===== src/rtl/seven_seg_scanner_pkg.sv =====
// Shared types and the hex-to-segment decode table for the 7-segment scanner.
// Segment vectors are active-high abcdefg, with segment a in bit 6.
package seven_seg_pkg;

  typedef logic [6:0] seg_t;

  localparam seg_t SEG_BLANK = 7'h00;

  function automatic seg_t hex_to_seg(input logic [3:0] hex);
    seg_t seg;
    case (hex)
      4'h0:    seg = 7'h7E;
      4'h1:    seg = 7'h30;
      4'h2:    seg = 7'h6D;
      4'h3:    seg = 7'h79;
      4'h4:    seg = 7'h33;
      4'h5:    seg = 7'h5B;
      4'h6:    seg = 7'h5F;
      4'h7:    seg = 7'h70;
      4'h8:    seg = 7'h7F;
      4'h9:    seg = 7'h73;
      4'hA:    seg = 7'h77;
      4'hB:    seg = 7'h1F;
      4'hC:    seg = 7'h0D;
      4'hD:    seg = 7'h3D;
      4'hE:    seg = 7'h4F;
      default: seg = 7'h47;
    endcase
    return seg;
  endfunction

endpackage


===== src/rtl/seven_seg_scanner_hex_to_7seg.sv =====
// Combinational hex nibble to active-high segment pattern.
module hex_to_7seg
  import seven_seg_pkg::*;
(
  input  logic [3:0] hex_i,
  output seg_t       seg_o
);

  assign seg_o = hex_to_seg(hex_i);

endmodule


===== src/rtl/seven_seg_scanner.sv =====
// Multiplexed N-digit common-anode hex display driver with double-buffered
// data, per-digit blanking and decimal point, and PWM brightness per slot.
module seven_seg_scanner
  import seven_seg_pkg::*;
#(
  parameter int NUM_DIGITS  = 4,
  parameter int SCAN_CYCLES = 131072,
  parameter int BRIGHT_W    = 3
) (
  input  logic                    clk,
  input  logic                    clear,
  input  logic                    load,
  input  logic [4*NUM_DIGITS-1:0] digits,
  input  logic [NUM_DIGITS-1:0]   enables,
  input  logic [NUM_DIGITS-1:0]   dp_in,
  input  logic [BRIGHT_W-1:0]     brightness,
  output logic [NUM_DIGITS-1:0]   AN,
  output logic [6:0]              C,
  output logic                    DP,
  output logic                    frame_done
);

  localparam int TW = $clog2(SCAN_CYCLES);
  localparam int SW = (NUM_DIGITS > 1) ? $clog2(NUM_DIGITS) : 1;
  localparam int DW = 4 * NUM_DIGITS;

  localparam logic [TW-1:0] TICK_LAST = TW'(SCAN_CYCLES - 1);
  localparam logic [SW-1:0] SLOT_LAST = SW'(NUM_DIGITS - 1);

  logic [TW-1:0]         tick_q, tick_d;
  logic [SW-1:0]         slot_q, slot_d;
  logic [DW-1:0]         pend_dig_q, pend_dig_d;
  logic [NUM_DIGITS-1:0] pend_en_q, pend_en_d;
  logic [NUM_DIGITS-1:0] pend_dp_q, pend_dp_d;
  logic [DW-1:0]         act_dig_q, act_dig_d;
  logic [NUM_DIGITS-1:0] act_en_q, act_en_d;
  logic [NUM_DIGITS-1:0] act_dp_q, act_dp_d;
  logic [BRIGHT_W-1:0]   bright_q, bright_d;
  logic [NUM_DIGITS-1:0] an_q, an_d;
  seg_t                  c_q, c_d;
  logic                  dp_q, dp_d;
  logic                  fd_q, fd_d;

  logic                  slot_wrap;
  logic                  boundary;
  logic                  lit;
  logic [3:0]            act_nib [NUM_DIGITS];
  logic [3:0]            sel_hex;
  seg_t                  sel_seg;

  assign slot_wrap = (tick_q == TICK_LAST);
  assign boundary  = slot_wrap && (slot_q == '0);

  // Scan runs right to left in slot index: left-most digit first.
  always_comb begin
    tick_d = slot_wrap ? '0 : tick_q + 1'b1;
    slot_d = slot_q;
    if (slot_wrap) begin
      slot_d = (slot_q == '0) ? SLOT_LAST : slot_q - 1'b1;
    end
  end

  // A load on the boundary cycle bypasses pending so it shows one frame sooner.
  always_comb begin
    pend_dig_d = load ? digits  : pend_dig_q;
    pend_en_d  = load ? enables : pend_en_q;
    pend_dp_d  = load ? dp_in   : pend_dp_q;
    act_dig_d  = act_dig_q;
    act_en_d   = act_en_q;
    act_dp_d   = act_dp_q;
    if (boundary) begin
      act_dig_d = load ? digits  : pend_dig_q;
      act_en_d  = load ? enables : pend_en_q;
      act_dp_d  = load ? dp_in   : pend_dp_q;
    end
  end

  assign bright_d = (tick_q == '0) ? brightness : bright_q;

  genvar gi;
  generate
    for (gi = 0; gi < NUM_DIGITS; gi++) begin : g_nib
      assign act_nib[gi] = act_dig_q[4*gi +: 4];
    end
  endgenerate

  assign sel_hex = act_nib[slot_q];

  hex_to_7seg u_dec (
    .hex_i (sel_hex),
    .seg_o (sel_seg)
  );

  // Anodes stay dark for the unlit tail of each slot to avoid ghosting.
  assign lit = act_en_q[slot_q] && (tick_q[TW-1 -: BRIGHT_W] <= bright_q);

  always_comb begin
    an_d = lit ? ~(NUM_DIGITS'(1) << slot_q) : '1;
    c_d  = lit ? ~sel_seg : ~SEG_BLANK;
    dp_d = ~(lit && act_dp_q[slot_q]);
    fd_d = boundary;
  end

  always_ff @(posedge clk) begin
    if (clear) begin
      tick_q     <= '0;
      slot_q     <= SLOT_LAST;
      pend_dig_q <= '0;
      pend_en_q  <= '0;
      pend_dp_q  <= '0;
      act_dig_q  <= '0;
      act_en_q   <= '0;
      act_dp_q   <= '0;
      bright_q   <= '0;
      an_q       <= '1;
      c_q        <= 7'h7F;
      dp_q       <= 1'b1;
      fd_q       <= 1'b0;
    end else begin
      tick_q     <= tick_d;
      slot_q     <= slot_d;
      pend_dig_q <= pend_dig_d;
      pend_en_q  <= pend_en_d;
      pend_dp_q  <= pend_dp_d;
      act_dig_q  <= act_dig_d;
      act_en_q   <= act_en_d;
      act_dp_q   <= act_dp_d;
      bright_q   <= bright_d;
      an_q       <= an_d;
      c_q        <= c_d;
      dp_q       <= dp_d;
      fd_q       <= fd_d;
    end
  end

  assign AN         = an_q;
  assign C          = c_q;
  assign DP         = dp_q;
  assign frame_done = fd_q;

endmodule


===== config.mk =====
export PLATFORM = sky130hd
export DESIGN_NAME = seven_seg_scanner
export DESIGN_NICKNAME = d
export VERILOG_FILES = /design/src/rtl/seven_seg_scanner_pkg.sv /design/src/rtl/seven_seg_scanner_hex_to_7seg.sv /design/src/rtl/seven_seg_scanner.sv
export SDC_FILE = /design/constraint.sdc
export NUM_CORES = 1
export LEC_CHECK = 0
export CORE_ASPECT_RATIO = 2
export CORE_UTILIZATION = 54
export DETAILED_ROUTE_END_ITERATION = 8
export HOLD_SLACK_MARGIN = 0.03
export PLACE_DENSITY_LB_ADDON = 0.1
export SLEW_MARGIN = 5
export SYNTH_ARGS = -nofsm -noshare
export SYNTH_HDL_FRONTEND = slang
export SYNTH_SLANG_ARGS = --single-unit

===== constraint.sdc =====
create_clock -name clk -period 2.8 [get_ports clk]
set_input_delay 0.42 -clock clk [delete_from_list [all_inputs] [get_ports clk]]
set_output_delay 0.42 -clock clk [all_outputs]
set_load 0.005 [all_outputs]

==> impl_results.md <==
* Via count at 2,456
* Top-count cell post-synth: dfxtp_1
* MaxCap Viol Count at 0
* DRC violations left at 2
* Worst reg2reg path depth at 6
* RSZ-0062 raised after global routing: false
* Worst-path clk slew at 0.06 ns
* Crit path arrival time at 2.46 ns
* Cell area after synthesis at ~3300 sq um
* Final hold slack at about 0.45 ns
* Crit end category: flip-flop
* Register area at approximately 1700 sq um
* First-pass GRT wire length at about 11,000 microns
* Port bufs at between 40 and 50
* Die Width at about 58 microns
* Routed WL at about 6500 microns
* Clock period minus worst slack at about 2.2 ns
* Hpwl dp at 4710 microns
* Die ar. at approximately 6500 sq um
* Fin nets at 430
* Hold_buf cts at 0
* Cell Pwr Density at between 600 and 700 nW/um^2
* Core Box Area at 5960 sq um
* Vias in the first global route at between 2,000 and 3,000
* Syn nets at 387
* Fmax at between 400 and 500 MHz
* Final TNS setup at 0 ns
* Setup Skew at around 0.0081 ns
* Hold Fails Final Rpt at 0
* WL per Instance at between 10 and 15 microns
* Clock H-tree levels at 3
* Cells on Worst Hold Path at 2
* CP Class: flip-flop to flip-flop
* Crit-path max cell delay at around 0.73 ns
* Ys flop type: dfxtp_1
* Hold_sp: act_dp_q[1]$_SDFFE_PP0P_
* Initial DRT Pass Iterations at 6
* Async S/R FF share, synth at 0%
* Post-DR vias/cell at roughly 5.4
* Hold Crit Class: flip-flop to flip-flop
* Routed Antenna Nets at 0
* Syn_area_per_cell at 9.74 sq um
* Worst slew margin at around 73%
* CTS Buffer Depth at 2
* Final setup violation count at 0
* Violated checks: design-rule violations
* Fillcell total at ~480
* CTS Sinks at 83
* Post-CTS sizing at 0
* Library cells used by synthesis at 35
* Antenna violations before repair at 0
* Starting Density at a little under three fifths
* Total GRT Usage at 22.7%
* Final non-filler cell total at about 450
* Row cnt at 40
* Global route overflow at 0
* Final Power at between 2000 and 3000 uW
* CTS tree: yes
* Critical-path maximum fanout at 7
* EDFF count, synth at 0
* Reg2Reg Launch Point: slot_q[0]$_SDFFE_PP1N_
* N_diodes at 0
* Top post-synthesis cells by area: dfxtp_1 50%, mux2i_1 8.4%, ha_1 5.6%
* Clk_lat worst skew at about 0.34 ns
* Cell count after placement at approximately 440
* Reg2reg end: C[3]$_SDFF_PP1_
* Worst Path Required at 3.02 ns
* Top Ports at 43
* Synthesis Warnings at 0
* CP Launch Type: flip-flop
* Post-synth top area share at between 40 and 50%
* Mapped Cells at approximately 340
* Period utilization at ~80%
* Hold Crit Endpoint: act_dp_q[1]$_SDFFE_PP0P_
* Register bit total from synthesis at 83
* Leakage power at approximately 0.0017 uW
* Gp weighted congestion at 0.867
* Starting DRT DRC Count at 84
* CP max-delay cell: mux4_1
* Outcome: complete, but fails checks
* VDD IR max at approximately 560 uV
* Die Y at around 110 microns
* Post-CTS Setup Repair Bufs at 0
* CTS Root Cell: clkbuf_16
* Worst Max-Slew Pin Slew at approximately 0.40 ns
* Layout cells sized above 1 at under 10%
* Multi-input gate area at roughly 1500 sq um
* Crit path cell chain: mux4_1 > inv_1 > ha_1 > mux2_4 > o221ai_2 > nand2_1
* Dominant cell type by area after synthesis: dfxtp_1
* Register area share after synthesis at about half
* Max-slew violations at 0
* Number of buffers created by CTS at 9
* R2r setup slk at around 0.56 ns
* Area growth syn-to-layout at 24.3%
* Largest net degree at the start of global routing at 26
* Synth cell count leaders: 83 x dfxtp_1, 47 x nand2_1, 46 x nor2_1, 30 x o21ai_0, 28 x mux2i_1
-- layout by cell type, fill, tap and decap left out, types with 2 or more instances in the layout --
cell type / count
xor2_1: 6
mux4_1: 3
nor3_1: 2
nand4_1: 2
nand3_1: 7
inv_1: 14
nor4_1: 4
nor2_1: 46
mux4_2: 3
and4_1: 4
nand2_1: 47
o21ai_0: 30
clkdlybuf4s50_1: 42
bufinv_16: 2
ha_1: 15
and2_1: 2
and3_1: 4
clkbuf_16: 9
dfxtp_1: 83
o21a_1: 2
xnor2_1: 9
buf_4: 7
clkbuf_8: 3
mux2i_1: 28
o211ai_1: 3
-- cells by family (layout without fill, tap and decap cells) --
logic type / Yosys count / after routing / share of synthesized area, %
AO/OA/AOI/OAI: 39 / 39 / 6.76
XOR/XNOR: 15 / 15 / 3.94
adder cells (fa/ha/maj): 15 / 15 / 5.63
buffers and inverters: 31 / 79 / 4.02
flip-flops: 83 / 83 / 49.9
multiplexers: 36 / 36 / 13.6
AND/OR/NAND/NOR: 123 / 123 / 16.2
-- per-layer routing --
metal  vias up  share of wire (%)  global-route usage (%)
met1      1149                 36                    21.1
met4         0                4.0                    15.0
met2        47                 56                    41.1
li1       1238                  -                       -
met3        22                3.4                    6.63
met5         -                  0                       0
-- metrics by stage --
| step | setup WS [ns] | area (sq um) | util, % |
|---|---|---|---|
| 6_report | 0.558 | 4140 | 69.5 |
| 5_1_grt | 0.367 | 4140 | 69.5 |
| 4_1_cts | 0.544 | 4140 | 69.5 |
| 3_5_place_dp | 0.564 | 3800 | 63.8 |
| 3_3_place_gp | 0.580 | 3800 | 63.8 |
| 2_1_floorplan | 0.556 | 3330 | - |
-- power by group --
group          internal, uW  switching [uW]  total [uW]  leakage (uW)
clock network           855             453        1310      0.000166
registers              1210            12.2        1220      0.000675
logic                  76.1            66.0         142      0.000860
total                  2140             531        2670       0.00170
-- final cells by class --
| cell class | count | share of cell area (%) |
|---|---|---|
| clock buffer | 13 | 6.53 |
| tap | 63 | 1.90 |
| multi-input combinational | 228 | 37.1 |
| timing repair buffer | 49 | 11.4 |
| clock inverter | 3 | 1.66 |
| sequential | 83 | 40.1 |
| inverter | 14 | 1.27 |
-- worst max path at each step --
stage	from	end
floorplan	tick_q[0]$_SDFF_PP0_	tick_q[10]$_SDFF_PP0_
global placement	slot_q[0]$_SDFFE_PP1N_	C[3]$_SDFF_PP1_
detailed placement	slot_q[0]$_SDFFE_PP1N_	C[3]$_SDFF_PP1_
CTS	slot_q[0]$_SDFFE_PP1N_	C[3]$_SDFF_PP1_
global route	tick_q[0]$_SDFF_PP0_	act_dig_q[12]$_SDFFE_PP0P_
finish	slot_q[0]$_SDFFE_PP1N_	C[3]$_SDFF_PP1_
-- critical path, delay by kind of cell (launching register included) --
kind	cells	cell delay [ns]
multiplexers	2	1.05
flip-flops	1	0.40
AO/OA/AOI/OAI	1	0.15
buffers and inverters	1	0.16
AND/OR/NAND/NOR	1	0.07
adder cells (fa/ha/maj)	1	0.30
-- state kept, by name (all words and copies together), names as in the netlist, 2 cells and up --
name and count:
act_en_q 4, slot_q 2, bright_q 3, act_dig_q 16
C 7, tick_q 17, act_dp_q 4, pend_en_q 4
AN 4, pend_dig_q 16, pend_dp_q 4
Note: power is estimated with default switching activity, not from simulation.
